[src/rtl/lift_req_sched.sv]
// lift_req_sched: collective lift call scheduler producing the next target floor for a lift controller.
// Define LIFT_SCHED_DWELL_EN for a DWELL_CYCLES-long door dwell; otherwise dwell lasts one clock.
module lift_req_sched #(
  parameter int NUM_FLOORS   = 8,
  parameter int DWELL_CYCLES = 4
) (
  input  logic                  clk,
  input  logic                  reset,
  input  logic [NUM_FLOORS-1:0] call_btn,
  input  logic [5:0]            cur_floor,
  input  logic                  at_stop,
  output logic [5:0]            req_floor,
  output logic [NUM_FLOORS-1:0] pending,
  output logic                  dir_up,
  output logic                  dir_down,
  output logic                  busy
);
  typedef enum logic [1:0] {IDLE, MOVE_UP, MOVE_DOWN, DWELL} state_t;
  if (NUM_FLOORS < 2 || NUM_FLOORS > 32) begin : g_bad_floors
    $error("NUM_FLOORS out of range");
  end
  if (DWELL_CYCLES < 1 || DWELL_CYCLES > 255) begin : g_bad_dwell
    $error("DWELL_CYCLES out of range");
  end
  state_t                state, nstate;
  logic                  last_up, nlast_up;
  logic [5:0]            nreq, up_tgt, dn_tgt;
  logic [NUM_FLOORS-1:0] cur_mask, clr;
  logic                  above, below, here, in_rng, arrive, ex_up, ex_dn, dwell_hold;
  always_comb begin
    cur_mask = '0;
    up_tgt = cur_floor;
    dn_tgt = cur_floor;
    above = 1'b0;
    below = 1'b0;
    for (int i = NUM_FLOORS - 1; i >= 0; i--) begin
      cur_mask[i] = 6'(i) == cur_floor;
      if (pending[i] && 6'(i) > cur_floor) begin
        up_tgt = 6'(i);
        above = 1'b1;
      end
    end
    for (int i = 0; i < NUM_FLOORS; i++)
      if (pending[i] && 6'(i) < cur_floor) begin
        dn_tgt = 6'(i);
        below = 1'b1;
      end
  end
  assign in_rng = cur_floor < 6'(NUM_FLOORS);
  assign here   = |(pending & cur_mask);
  assign arrive = (state == MOVE_UP || state == MOVE_DOWN) && cur_floor == req_floor && at_stop;
  assign ex_up  = above && (last_up || !below);
  assign ex_dn  = below && !ex_up;
`ifdef LIFT_SCHED_DWELL_EN
  logic [7:0] dwell_cnt;
  logic       hit, load;
  assign hit        = |((pending | call_btn) & cur_mask);
  assign dwell_hold = hit || dwell_cnt > 8'd1;
  assign load       = in_rng && nstate == DWELL && (state != DWELL || hit);
  always_ff @(posedge clk)
    if (reset) dwell_cnt <= '0;
    else if (in_rng) dwell_cnt <= load ? 8'(DWELL_CYCLES) : dwell_cnt - {7'd0, dwell_cnt != 8'd0};
`else
  assign dwell_hold = 1'b0;
`endif
  // Out-of-range floor freezes the FSM; only pending keeps accumulating.
  always_comb begin
    nstate = state;
    nlast_up = last_up;
    nreq = req_floor;
    clr = '0;
    if (in_rng) begin
      if (state == IDLE) begin
        nreq = cur_floor;
        if (here) begin
          nstate = DWELL;
          clr = cur_mask;
        end else if (above) begin
          nstate = MOVE_UP;
          nlast_up = 1'b1;
          nreq = up_tgt;
        end else if (below) begin
          nstate = MOVE_DOWN;
          nlast_up = 1'b0;
          nreq = dn_tgt;
        end
      end else if (arrive) begin
        nstate = DWELL;
        clr = cur_mask;
      end else if (state == MOVE_UP && above) nreq = up_tgt;
      else if (state == MOVE_DOWN && below) nreq = dn_tgt;
      else if (state == DWELL || !here) begin
        if (state == DWELL) begin
          nreq = cur_floor;
          clr = cur_mask;
        end
        if (state != DWELL || !dwell_hold) begin
          if (ex_up) begin
            nstate = MOVE_UP;
            nlast_up = 1'b1;
            nreq = up_tgt;
          end else if (ex_dn) begin
            nstate = MOVE_DOWN;
            nlast_up = 1'b0;
            nreq = dn_tgt;
          end else nstate = IDLE;
        end
      end
    end
  end
  always_ff @(posedge clk)
    if (reset) begin
      state <= IDLE;
      last_up <= 1'b1;
      pending <= '0;
      req_floor <= '0;
      dir_up <= 1'b0;
      dir_down <= 1'b0;
      busy <= 1'b0;
    end else begin
      state <= nstate;
      last_up <= nlast_up;
      pending <= (pending | call_btn) & ~clr;
      req_floor <= nreq;
      dir_up <= nstate == MOVE_UP;
      dir_down <= nstate == MOVE_DOWN;
      busy <= nstate != IDLE;
    end
endmodule
[config.mk]
export PLATFORM = sky130hd
export DESIGN_NAME = lift_req_sched
export DESIGN_NICKNAME = d
export VERILOG_FILES = /design/src/rtl/lift_req_sched.sv
export SDC_FILE = /design/constraint.sdc
export NUM_CORES = 1
export LEC_CHECK = 0
export CORE_UTILIZATION = 48
export CTS_CLUSTER_DIAMETER = 40
export CTS_CLUSTER_SIZE = 40
export DETAILED_ROUTE_END_ITERATION = 12
export GPL_ROUTABILITY_DRIVEN = 0
export PLACE_DENSITY = 0.89
export REMOVE_ABC_BUFFERS = 1
export SLEW_MARGIN = 20
export SYNTH_ARGS = -nofsm -noshare
export SYNTH_HDL_FRONTEND = slang
export SYNTH_SLANG_ARGS = --single-unit
[constraint.sdc]
create_clock -name clk -period 2.1 [get_ports clk]
set_input_delay 0.42 -clock clk [delete_from_list [all_inputs] [get_ports clk]]
set_output_delay 0.42 -clock clk [all_outputs]
set_load 0.1 [all_outputs]
* Yosys cells after proc, flatten, opt, wreduce, memory -nomap -nowiden
Index checks and enable logic that the tools add are counted.
** Word-level totals
- Register bits after elaboration :: 20
- Bits in latches :: 0
- Bits in writable memories :: 0
- Bits in read-only memories :: 0
- Input port bits :: 17
- Word-level logic and storage cells :: 156
- Memories :: 0
** Cells by class
- Add/subtract/negate cells :: 0
- $mul :: 0
- Div/mod/pow operators :: 0
- Order comparisons :: 17
- Eq/ne operators :: 18
- Shift operators :: 0
- Mux-type cells :: 72
- Bitwise operators :: 4
- Reduce and logical (&&, ||, !) cells :: 38
** Operators with widths (count)
- $mux 6 :: 27
- $mux 8 :: 8
- $mux 1 :: 26
- $eq 3x6->1 const A :: 4
- $gt 3x6->1 const A :: 4
- $lt 3x6->1 const A :: 4
- $logic_and 1x1->1 :: 22
- $mux 2 :: 11
- $and 8x8->8 :: 2
- $eq 2x6->1 const A :: 2
- $gt 1x6->1 const A :: 2
- $gt 2x6->1 const A :: 2
- $lt 1x6->1 const A :: 2
- $lt 2x6->1 const A :: 2
- $not 8->8 :: 1
- $or 8x8->8 :: 1
- $reduce_and 8->1 :: 1
- $reduce_or 8->1 :: 1
- $eq 1x6->1 const A :: 1
- $eq 2x2->1 const B :: 3
- $eq 6x6->1 :: 1
- $logic_not 6->1 :: 1
- $lt 6x4->1 const B :: 1
- $ne 2x2->1 const B :: 3
- other kinds (11) :: 17

* Longest topological paths before layout
- Depth in word-level cells :: 24
- Mapped depth :: 9
- Depth with buffers taken out :: 9

* Worst setup path before layout
No wires, ideal clock.
- Kind :: register to register
- Start point :: register pending[7]
- End point :: register dir_up
- Arrival :: 2587 ps
- Required time :: 1968 ps
- Slack :: -619 ps
- Cell stages (with the launch flop) :: 9
- Path through :: dfxtp_1 buf_2 nor3_2 o21ba_2 o211ai_2 nand2_2 a311oi_1 a211oi_2 nor3b_2
** On the way
- Word-level cells in the longest chain between the ends :: 21
- Elaborated cells between the ends (all ways) :: 34
- Classes of those cells :: eq/ne (1); mux (20); bitwise (1); reduce/logical (12)
** Ends and longest elaborated chain
- from (decl) :: RTL line 13 : output logic [NUM_FLOORS-1:0] pending,
- from (signal assigned) :: RTL line 123 : pending <= (pending | call_btn) & ~clr;
- $logic_and 1x1->1 :: RTL line 38 : if (pending[i] && 6'(i) > cur_floor) begin
- $mux 1 (8 in series) :: RTL line 38
- $logic_and 1x1->1 :: RTL line 52 : assign ex_up = above && (last_up || !below);
- $logic_not 1->1 :: RTL line 53 : assign ex_dn = below && !ex_up;
- $logic_and 1x1->1 :: RTL line 53
- $mux 2 :: RTL line 102 : end else if (ex_dn) begin
- $mux 2 :: RTL line 98 : if (ex_up) begin
- $mux 2 :: RTL line 92 : else if (state == DWELL || !here) begin
- $mux 2 :: RTL line 91 : else if (state == MOVE_DOWN && below) nreq = dn_tgt;
- $mux 2 :: RTL line 90 : end else if (state == MOVE_UP && above) nreq = up_tgt;
- $mux 2 :: RTL line 87 : end else if (arrive) begin
- $mux 2 (*) :: RTL line 73 : if (state == IDLE) begin
- $mux 2 (*) :: RTL line 72 : if (in_rng) begin
- $eq 2x1->1 (*) :: RTL line 125 : dir_up <= nstate == MOVE_UP;
- to (signal assigned) :: RTL line 117 : dir_up <= 1'b0;
- to (signal assigned) :: RTL line 125
- to (decl) :: RTL line 14 : output logic dir_up,
Mark *: on every way between the ends. The rest lies on a longest branch, timed or not.
A chain may end at the register's enable or synchronous reset.

* Final worst setup path
- Start point :: input cur_floor[3]
- End point :: register dir_down
** On the way
- Word-level cells in the longest chain between the ends :: 24
- Elaborated cells between the ends (all ways) :: 83
- Classes of those cells :: order compare (17); eq/ne (9); mux (27); bitwise (1); reduce/logical (29)
** Ends and longest elaborated chain
- from (decl) :: RTL line 10 : input logic [5:0] cur_floor,
- $lt 1x6->1 :: RTL line 44 : if (pending[i] && 6'(i) < cur_floor) begin
- $logic_and 1x1->1 :: RTL line 44
- $mux 1 (8 in series) :: RTL line 44
- $logic_not 1->1 :: RTL line 52
- $logic_or 1x1->1 :: RTL line 52
- $logic_and 1x1->1 :: RTL line 52
- $logic_not 1->1 :: RTL line 53
- $logic_and 1x1->1 :: RTL line 53
- $mux 2 :: RTL line 102
- $mux 2 :: RTL line 98
- $mux 2 :: RTL line 92
- $mux 2 :: RTL line 91
- $mux 2 :: RTL line 90
- $mux 2 :: RTL line 87
- $mux 2 :: RTL line 73
- $mux 2 (*) :: RTL line 72
- $eq 2x2->1 (*) :: RTL line 126 : dir_down <= nstate == MOVE_DOWN;
- to (signal assigned) :: RTL line 118 : dir_down <= 1'b0;
- to (signal assigned) :: RTL line 126
- to (decl) :: RTL line 15 : output logic dir_down,
Marks and branches as above.

==> results.md <==
* Outcome: finished, violations left
* Failing checks: setup timing
* Clock Tree Buf Depth at 2
* Slew @ Worst Pin at just over 700 ps
* Area growth, synth to finish at 65.9%
* Fin cells at 381
* Initial antenna violation count at 0
* Synthesis Warnings at 0
* PwrDens at 574 nW/um^2
* Max FO, Critical Path at 6
* Max_slew headroom at 0.529
* Vias in the first global route at 2631
* Startpoint class of the critical path: input port
* I/O Buffers at 33
* Syn_area_per_cell at approximately 7.6 um^2
* Number of synthesized flops with an enable pin at 0
* Final hold viol count at 0
* Vias after detailed routing at roughly 2800
* Mapped Area at 1840 um^2
* RSZ-0062 raised after global routing: true
* Cts hold-fix bufs at 0
* Routed Antenna Nets at 0
* Share of cells above drive strength 1 at 0.483
* Leakage at 1.25 nW
* Fin. max-slew vios at 0
* Peak Freq at 0.442 GHz
* TritonCTS clock tree: built
* Die width at around 64 um
* Syn Inst Count at about 240
* Antenna Cells at 0
* Clock Pin Slew Worst Setup and Hold Paths at ~90 ps
* Post-synthesis register bit count at 20
* Sink Count at 20
* Root Driver: clkbuf_8
* H-tree depth at 1
* Final Util at 0.835
* Placed Area at 2620 um^2
* Global-route wire length before repair at 13.1 mm
* Crit Path Class: input port to flip-flop
* Number of I/O pins at 34
* Core area at between 3000 and 4000 um^2
* CP arrival at 2460 ps
* Num CTS Buffers at 3
* Initial core utilization at 0.503
* Area contributors post-synth: dfxtp_1 (22%), nor2_1 (7.7%), o21ai_0 (4.3%), a311oi_1 (3.3%), a21oi_1 (3.0%)
* Die ar. at roughly 4100 um^2
* Asr flop ratio synth at 0
* Die height at approximately 64 um
* Post-route setup slack at -162 ps
* All-Layer GR Usage at 0.425
* DRC at 0
* Largest net degree at the start of global routing at 15
* Cell Rows at 22
* Routed WL at 9.42 mm
* Worst Path Required at roughly 2300 ps
* NumNets Final at 355
* Initial DRC Count at around 410
* Post-synth top area share at 0.217
* DRT Pass-1 Iters at 9
* Endpoints failing setup at 18
* GRT Residual Overflow at 0
* Worst vdd ir at a little over 0.4 mV
* Share of the yosys chip area belonging to registers at 0.217
* Worst Hold Class: input port to flip-flop
* Maxcap violations at 0
* Worst setup EP type: flip-flop
* Final worst path period need at 2260 ps
* Clock latency on the worst-skew pair at roughly 270 ps
* Routed WL per cell at between 20 and 25 um
* Post-synthesis cell type count at 65
* DP HPWL at 4.89 mm
* Post-synth top cells: nor2_1 (38), dfxtp_1 (20), o21ai_0 (16), nand2_1 (14), a21oi_1 (11)
* Synth area leader: dfxtp_1
* Layout Skew at 2.59 ps
* Main flop type after synthesis: dfxtp_1
* Design Area, Final at around 3000 um^2
* Final Cycle Share at 1.08
* DR vias/cell at slightly above 7
* Most frequent cell after synthesis: nor2_1
* Placed insts at roughly 370
-- final timing paths --
kind	start	to	slack, ps	cells past startpoint
hold / removal	cur_floor[0]	pending[7]	440	2
setup reg to reg	pending[1]	dir_down	-120	8
hold reg to reg	req_floor[4]	req_floor[4]	520	1
setup / recovery	cur_floor[3]	dir_down	-160	9
-- state kept, by name, summed over array words and instances (netlist names) --
register   flops
pending        8
req_floor      6
state          2
busy           1
dir_down       1
dir_up         1
last_up        1
-- power breakdown --
group          internal [mW]  leakage (nW)  switching [mW]  total [mW]
clock                  0.255        0.0357           0.158       0.413
sequential             0.407         0.167          0.0369       0.444
combinational          0.342          1.05           0.555       0.897
total                   1.00          1.25           0.750        1.75
-- stage by stage --
| stage | TNS (ps) | total power [mW] | setup slack [ps] | hold WS [ps] |
|---|---|---|---|---|
| after floorplan | -10390 | 0.866 | -597 | 485 |
| after global placement | -13410 | 1.14 | -761 | 496 |
| after detailed placement | -14670 | 1.16 | -831 | 507 |
| after CTS | 0 | 1.63 | 0.581 | 405 |
| after global routing | -2360 | 1.80 | -212 | 439 |
| final | -1510 | 1.75 | -162 | 442 |
-- layer usage --
layer / routed length [um] / vias to the layer above / part of all wire / GRT usage
met5: 0 / - / 0 / 0
met4: 921 / 0 / 0.098 / 0.313
met3: 1230 / 106 / 0.13 / 0.0804
met2: 4060 / 294 / 0.43 / 0.691
met1: 3200 / 1268 / 0.34 / 0.495
li1: - / 1092 / - / -
-- logic make-up after synthesis --
kind of cell / synth area share
simple gates: 0.242
xor+xnor: 0.0285
buf+inv: 0.0625
flops: 0.217
mux: 0.0353
compound gates: 0.387
fa+ha+maj: 0.0272
-- timing repair --
item                       CTS  global route
pin swaps                   12            25
setup buffers                9             4
gates resized for setup     64            32
setup endpoints to repair   20            20
-- layout by cell type (no fill, tap or decap), types with 3 or more instances in the layout --
cell type	instances
buf_12	5
nand2_1	11
nor3_2	4
nor2_2	3
xor2_1	6
buf_4	80
nor2_1	33
inv_1	6
a21oi_1	10
dfxtp_1	14
buf_2	4
a311oi_1	4
clkdlybuf4s50_1	10
o21ai_0	13
nand2_2	3
a211oi_1	3
a311oi_2	3
clkbuf_8	3
ha_1	4
a211oi_2	5
o22ai_1	3
dfxtp_2	4
o21ai_1	4
a21o_1	3
and2_1	5
buf_6	5
nand2b_1	6
nand3_1	3
nor3_1	3
o21bai_1	3
-- worst max-delay path: stages --
cell and delay (ps):
buf_2 140, or3_4 460, o31ai_4 310, buf_4 200, o21ai_4 110, a311oi_2 370, a211oi_2 110, buf_4 150
a211oi_2 170
-- final cells by class --
class | count | area, um^2
Inverter | 7 | 26.3
Tap cell | 48 | 60.1
Clock buffer | 3 | 41.3
Timing Repair Buffer | 105 | 885
Fill cell | 211 | 603
Clock inverter | 1 | 30.0
Multi-Input combinational cell | 197 | 1600
Sequential cell | 20 | 413
(Power assumes the default switching activity.)
